**src/rtl/router_fsm.sv**
```systemverilog
// Control FSM of the 1x3 router: header decode, payload/parity sequencing, full/empty stalls.
// Optional stall watchdog with pkt_drop pulse is built when ROUTER_FSM_TIMEOUT_EN is defined.
module router_fsm #(
    parameter int TIMEOUT_CYCLES = 30
) (
    input  logic       clock,
    input  logic       resetn,
    input  logic       pkt_valid,
    input  logic [1:0] data_in,
    input  logic       fifo_full,
    input  logic       fifo_empty_0,
    input  logic       fifo_empty_1,
    input  logic       fifo_empty_2,
    input  logic       soft_reset_0,
    input  logic       soft_reset_1,
    input  logic       soft_reset_2,
    input  logic       parity_done,
    input  logic       low_pkt_valid,
    output logic       write_enb_reg,
    output logic       detect_add,
    output logic       lfd_state,
    output logic       ld_state,
    output logic       laf_state,
    output logic       full_state,
    output logic       rst_int_reg,
    output logic       busy,
    output logic       pkt_drop
);

    typedef enum logic [2:0] {
        DECODE_ADDRESS,
        LOAD_FIRST_DATA,
        LOAD_DATA,
        FIFO_FULL_STATE,
        LOAD_AFTER_FULL,
        LOAD_PARITY,
        CHECK_PARITY_ERROR,
        WAIT_TILL_EMPTY
    } state_e;

    state_e     state_q, state_d;
    logic [1:0] addr_q, addr_d;
    logic [2:0] empty_vec;
    logic [2:0] srst_vec;
    logic       srst_abort;
    logic       stall;
    logic       timeout;

    // The watchdog counter needs at least one real compare value.
    if (TIMEOUT_CYCLES < 2) begin : g_param_check
        $error("router_fsm: TIMEOUT_CYCLES must be at least 2");
    end

    assign empty_vec  = {fifo_empty_2, fifo_empty_1, fifo_empty_0};
    assign srst_vec   = {soft_reset_2, soft_reset_1, soft_reset_0};
    assign srst_abort = (state_q != DECODE_ADDRESS) && srst_vec[addr_q];
    assign stall      = (state_q == WAIT_TILL_EMPTY) || (state_q == FIFO_FULL_STATE);

`ifdef ROUTER_FSM_TIMEOUT_EN
    localparam int CNT_W = (TIMEOUT_CYCLES > 1) ? $clog2(TIMEOUT_CYCLES) : 1;

    logic [CNT_W-1:0] cnt_q, cnt_d;
    logic             drop_q, drop_d;

    assign timeout  = stall && (cnt_q == CNT_W'(TIMEOUT_CYCLES - 1));
    assign drop_d   = timeout && !srst_abort;
    assign pkt_drop = drop_q;
`else
    assign timeout  = 1'b0;
    assign pkt_drop = 1'b0;
`endif

    // NOTE: every always_comb target gets a default first so no latch is inferred.
    always_comb begin
        state_d = state_q;
        addr_d  = addr_q;
        unique case (state_q)
            DECODE_ADDRESS: begin
                if (pkt_valid && (data_in != 2'd3)) begin
                    addr_d  = data_in;
                    state_d = empty_vec[data_in] ? LOAD_FIRST_DATA : WAIT_TILL_EMPTY;
                end
            end
            LOAD_FIRST_DATA: state_d = LOAD_DATA;
            LOAD_DATA: begin
                if (fifo_full)       state_d = FIFO_FULL_STATE;
                else if (!pkt_valid) state_d = LOAD_PARITY;
            end
            FIFO_FULL_STATE: begin
                if (!fifo_full) state_d = LOAD_AFTER_FULL;
            end
            LOAD_AFTER_FULL: begin
                if (parity_done)        state_d = DECODE_ADDRESS;
                else if (low_pkt_valid) state_d = LOAD_PARITY;
                else                    state_d = LOAD_DATA;
            end
            LOAD_PARITY:        state_d = CHECK_PARITY_ERROR;
            CHECK_PARITY_ERROR: state_d = fifo_full ? FIFO_FULL_STATE : DECODE_ADDRESS;
            WAIT_TILL_EMPTY: begin
                if (empty_vec[addr_q]) state_d = LOAD_FIRST_DATA;
            end
            default: state_d = DECODE_ADDRESS;
        endcase
        // Soft reset of the selected port overrides everything, including the watchdog.
        if (timeout)    state_d = DECODE_ADDRESS;
        if (srst_abort) state_d = DECODE_ADDRESS;
    end

`ifdef ROUTER_FSM_TIMEOUT_EN
    always_comb begin
        cnt_d = '0;
        if (stall && (state_d == state_q)) cnt_d = cnt_q + 1'b1;
    end
`endif

    // NOTE: sequential state uses non-blocking assignments so all flops update together.
    always_ff @(posedge clock or negedge resetn) begin
        if (!resetn) begin
            state_q <= DECODE_ADDRESS;
            addr_q  <= 2'd0;
`ifdef ROUTER_FSM_TIMEOUT_EN
            cnt_q   <= '0;
            drop_q  <= 1'b0;
`endif
        end else begin
            state_q <= state_d;
            addr_q  <= addr_d;
`ifdef ROUTER_FSM_TIMEOUT_EN
            cnt_q   <= cnt_d;
            drop_q  <= drop_d;
`endif
        end
    end

    assign detect_add    = (state_q == DECODE_ADDRESS);
    assign lfd_state     = (state_q == LOAD_FIRST_DATA);
    assign ld_state      = (state_q == LOAD_DATA);
    assign laf_state     = (state_q == LOAD_AFTER_FULL);
    assign full_state    = (state_q == FIFO_FULL_STATE);
    assign rst_int_reg   = (state_q == CHECK_PARITY_ERROR);
    assign write_enb_reg = (state_q == LOAD_DATA) || (state_q == LOAD_PARITY) ||
                           (state_q == LOAD_AFTER_FULL);
    assign busy          = !((state_q == DECODE_ADDRESS) || (state_q == LOAD_DATA));

endmodule

```
**config.mk**
```make
export PLATFORM = sky130hd
export DESIGN_NAME = router_fsm
export DESIGN_NICKNAME = d
export VERILOG_FILES = /design/src/rtl/router_fsm.sv
export SDC_FILE = /design/constraint.sdc
export NUM_CORES = 1
export LEC_CHECK = 0
export ABC_CLOCK_PERIOD_IN_PS = 1800
export CORE_AREA = 2 2 39 41
export CTS_CLUSTER_DIAMETER = 120
export DETAILED_ROUTE_END_ITERATION = 10
export DIE_AREA = 0 0 41 43
export PLACE_DENSITY = 0.84
export SETUP_SLACK_MARGIN = 0.05
export SLEW_MARGIN = 15
export SYNTH_ARGS = -nofsm -noshare
export SYNTH_HDL_FRONTEND = slang
export SYNTH_SLANG_ARGS = --single-unit
```
**constraint.sdc**
```tcl
create_clock -name clock -period 1.8 [get_ports clock]
set_input_delay 0.27 -clock clock [delete_from_list [all_inputs] [get_ports clock]]
set_output_delay 0.27 -clock clock [all_outputs]
set_load 0.03 [all_outputs]
```
=== Word level (Yosys, flattened, before mapping) ===
Index checks and enable logic that the tools add are counted.

* Input port bits: 14
* Logic and storage cells: 43
* Register bits: 5

* Muxes and demuxes: 17
* Equal/unequal tests: 12
* Reductions and logical operators: 10
* Order comparisons: 2

{| class="wikitable"
|+ Operators by type and width
! kind !! number
|-
| 3-bit 2-to-1 mux || 9
|-
| 3-bit case mux with 8 select lines || 1
|-
| 3-bit == test, second input constant || 4
|-
| 1-bit binary-select mux with 2-bit select || 3
|-
| 3-bit by 2-bit == test with 1-bit output, second input constant || 2
|-
| 2-bit by 3-bit less-than comparator with 1-bit output, second input constant || 2
|-
| 3-bit by 2-bit != test with 1-bit output, second input constant || 2
|-
| 4-bit by 3-bit != test with 1-bit output, second input constant || 1
|-
| 4-bit AND reduction || 1
|-
| 3-bit by 1-bit == test with 1-bit output, second input constant || 1
|-
| 3-bit zero test || 1
|-
| 1-bit logical OR || 3
|-
| 1-bit 2-to-1 mux || 3
|-
| 3-bit by 1-bit != test with 1-bit output, second input constant || 1
|-
| 3-bit nonzero test || 1
|-
| 1-bit logical AND || 2
|-
| 2-bit 2-to-1 mux || 1
|-
| 2-bit != test, second input constant || 1
|-
| 2-bit AND reduction || 1
|-
| 1-bit zero test || 1
|}

=== Logic depth before layout (Yosys ltp) ===
* Depth after elaboration: 6
* Mapped depth: 6

=== Least setup slack after synthesis ===
OpenSTA, ideal clock, no wires.

* Path type: reg2reg
* From: reg state_q[2]
* To: reg addr_q[1]
* Setup time: 121 ps
* Path slack: 262 ps
* Stages on the path, launching flop included: 6
* Required time: 1,679 ps
* Data arrival time: 1,417 ps
* Period minus slack after synthesis: 1,538 ps
* Cells stage by stage: dfrtp_1 > buf_2 > or2_2 > nor2_8 > nand2_1 > o22a_1

* Word-level cells in the longest chain between the ends: 2

{| class="wikitable"
|+ Ends and longest elaborated chain
! item !! line !! text
|-
| start: declaration || 41 || <nowiki>state_e state_q, state_d;</nowiki>
|-
| start signal: assignment || 126 || <nowiki>state_q <= state_d;</nowiki>
|-
| 3-bit zero test || n/a ||
|-
| via detect_add || 20 || <nowiki>output logic detect_add,</nowiki>
|-
| 2-bit AND reduction (no line) || n/a ||
|-
| end signal: assignment || 127 || <nowiki>addr_q <= addr_d;</nowiki>
|-
| end: declaration || 42 || <nowiki>logic [1:0] addr_q, addr_d;</nowiki>
|}

The timed path passes the listed nets, and every way through them passes these cells.
A chain may end at the register's enable or synchronous reset.

=== Worst setup path in the final report ===
* From: reg state_q[2]
* To: out busy

* Word-level cells in the longest chain between the ends: 3

{| class="wikitable"
|+ Ends and longest elaborated chain
! item !! line !! text
|-
| 3-bit by 2-bit == test with 1-bit output / 3-bit zero test (equally long branches) || 143 || <nowiki>assign busy = !((state_q == DECODE_ADDRESS) || (state_q == LOAD_DATA));</nowiki>
|-
| 1-bit logical OR (*) || 143 ||
|-
| 1-bit zero test (*) || 143 ||
|-
| end: declaration || 26 || <nowiki>output logic busy,</nowiki>
|}

Mark *: on every way between the ends. The rest lies on a longest branch, timed or not.

==> out/metrics.csv <==
stage,metric,value,unit
die,core area,1380,sq um
pwr,Cell Pwr Density,1680,nW/um^2
yosys,average footprint of a synthesized cell,8.53,sq um
global_routing,initial antenna violation count,0,
die,Die Wd,41,microns
routing,Post-DRT Antenna Nets,0,
routing,DR vias/cell,5.11,
global_routing,first-pass GRT wire length,1.79,mm
sta,Clock Skews,0.00172,ns
routing,via count,511,
setup_path,Critical path buffers and inverters,1,
routing,Remaining DRCs,0,
clock_network,Clock transition at path regs,0.04,ns
yosys,"Seq/Total Area, Yosys",24.9,%
pwr,Pint,0.000644,W
placed_design,Final GP Congestion,0.730,
layout,share of layout cells above drive strength 1,21.4,%
yosys,"Cell Area, Synth",503,sq um
layout,fin util,53.6,%
setup_path,"Slowest-stage cell, CP",dfrtp_1,
global_routing,vias in the first global route,444,
sta,Tmin final,1.71,ns
clock_network,TritonCTS buffer count,3,
sta,# setup viols final,0,
routing,drt initial violations,10,
yosys,Mapped Nets,73,
yosys,"Top FF cell, synth",dfrtp_1,
min_path,worst hold-check path type,input pin to asynchronous set/reset pin,
sta,Fmax achieved,0.586,GHz
clock_network,Clock Tree Root,clkbuf_4,
yosys,Synth cell types,33,
sta,slack of the critical path,0.0933,ns
yosys,Post-synth EDFFs,0,
clock_network,maximum root-to-sink buffer count,2,
die,std cell rows,14,
sta,Final Cycle Share,94.8,%
yosys,YS warnings,0,
setup_path,crit path launch type,flip-flop,
placed_design,Detailed Place HPWL,923,microns
routing,number of detailed-route iterations in the first pass,3,
setup_path,"Max FO, Critical Path",9,
routing,uppermost layer routed,met3,
pwr,Static Leak,0.343,nW
pwr,Clk pwr share,10.1,%
setup_path,Worst Setup Path Type,flip-flop to output pin,
routing,wire length on met2,563,microns
pwr,Gate power share,70.0,%
clock_network,H-tree levels,1,
layout,Layout Nets,99,
setup_path,Worst Path Arrival,1.44,ns
pwr,sw frac,48.4,%
setup_path,data required time at the worst endpoint,1.53,ns
setup_path,CP top delay family,flip-flops,
layout,n_diodes,0,
die,IO Count,23,
pwr,Peak VDD IR,0.888,mV
yosys,Post-synth ARST share,100,%
job,number of max-cap violations,0,
setup_path,slowest cell delay on critical path,0.46,ns
run_status,outcome,finished clean,
yosys,Seq cells post-synth,5,
routing,post-DR wirelength/cell,10.9,microns
clock_network,Skew-Pair Late Insertion Delay,0.24,ns
setup_path,CP endpoint kind,output pin,
routing,WL met1,437,microns
layout,Fillers,138,
die,initial core utilization,36.3,%
routing,WL met3,93,microns
setup_path,crit path cell chain,"or2_2, clkdlybuf4s15_1",
placed_design,pre-CTS WS,0.0305,ns
layout,P&R area growth vs syn,47.5,%
yosys,cells after synthesis,59,
global_routing,total grt overflow,0,
sta,Slew Limit Fails,0,
clock_network,CTS tree,built,
clock_network,CTS sink count,5,
global_routing,largest net degree at the start of global routing,10,
routing,final WL,1.09,mm
die,die height,43,microns
placed_design,I/O Buffers,21,
global_routing,GRT Overall Usage,14.7,%
sta,Final Hold Viols,0,
pwr,Seq pwr share,19.9,%
sta,RSZ-0062 raised after global routing,true,
pwr,P_sw,0.000604,W
pwr,total power,0.00125,W
sta,Fin Setup TNS,0,ns
die,DIE AREA,1760,sq um
## worst register-to-register path, stage by stage, from the launching register on
cell and delay, ns:
dfrtp_1 0.48, buf_4 0.18, and3_1 0.18, o211ai_2 0.11, o21ai_1 0.13, mux2_2 0.37
nor2_2 0.07
## synthesized netlist by cell type, types with 2 or more instances
master / instances / area share (%)
and3_1: 2 / 2.5
dfrtp_1: 5 / 25
o21ai_0: 3 / 3.0
buf_6: 2 / 4.5
o22a_1: 3 / 5.2
inv_1: 5 / 3.7
nor2_1: 5 / 3.7
nor2b_1: 2 / 2.5
nand2_1: 4 / 3.0
o211ai_1: 2 / 3.0
mux2i_1: 3 / 6.0
a211oi_1: 2 / 3.0
## worst paths after layout
kind	start	to	slack (ns)	depth (start not counted)
max	state_q[2]	busy	0.09	2
min	resetn	state_q[2]	0.25	1
max reg2reg	state_q[2]	state_q[0]	0.23	6
min reg2reg	addr_q[0]	addr_q[0]	0.59	1
max in group asynchronous	resetn	addr_q[1]	1.36	1
min in group clock	addr_q[0]	addr_q[0]	0.59	1
## power by group through the flow
| stage | registers (W) | clock network, W | logic, W |
|---|---|---|---|
| 2_1_floorplan | 0.000212 | 0 | 0.000670 |
| 6_report | 0.000249 | 0.000126 | 0.000873 |
| 3_5_place_dp | 0.000249 | 0 | 0.000882 |
| 3_3_place_gp | 0.000249 | 0 | 0.000866 |
| 4_1_cts | 0.000249 | 0.000132 | 0.000860 |
| 5_1_grt | 0.000258 | 0.000138 | 0.000955 |
## area by class of cell
class | instances | area, sq um | share of cell area, %
multi-input cells | 45 | 324 | 43.7
repair buffers | 25 | 228 | 30.7
inverters | 5 | 18.8 | 2.53
flip-flops and latches | 5 | 125 | 16.9
well taps | 16 | 20.0 | 2.70
clock buffers | 4 | 26.3 | 3.54
## metal layers
metal | up-vias | global-route usage (%)
met3 | 0 | 6.28
met4 | 0 | 2.00
met5 | - | 0
li1 | 262 | -
met1 | 229 | 17.3
met2 | 20 | 24.4
## state kept, by name, summed over array words and instances (netlist names)
| register | flops |
|---|---|
| addr_q | 2 |
| state_q | 3 |
## logic make-up after synthesis
| group | count (synthesis) | share of synthesized area (%) |
|---|---|---|
| and+or+nand+nor | 21 | 26.1 |
| AOI/OAI and AO/OA | 19 | 29.4 |
| buffers and inverters | 9 | 10.7 |
| DFF | 5 | 24.9 |
| muxes | 4 | 8.21 |
| other | 1 | 0.746 |
## timing repair
action                     4_1_cts  5_1_grt
setup endpoints to repair        4        3
buffers inserted                 0        1
gates cloned                     0        0
hold buffers                     0        0
gates resized for setup          4        2
## metrics by stage
step                area (sq um)  instances  hold WS (ns)
detailed placement           711         95         0.508
global placement             711         95         0.503
CTS                          732         99         0.252
global route                 742        100         0.257
floorplan                    503         59       -0.0256
finish                       742        100         0.250
## layout by cell type (no fill, tap or decap), types with 2 or more instances in the layout
cell type	count
nor2b_1	2
mux2i_1	3
o21ai_0	3
clkdlybuf4s50_1	13
and3_1	2
clkbuf_4	3
clkdlybuf4s15_1	2
nand2_1	4
o22a_1	3
nor2_1	5
inv_1	5
buf_4	8
dfrtp_1	5
o211ai_1	2
dlygate4sd2_1	2
a211oi_1	2
Power figures use the tool's default switching activity.
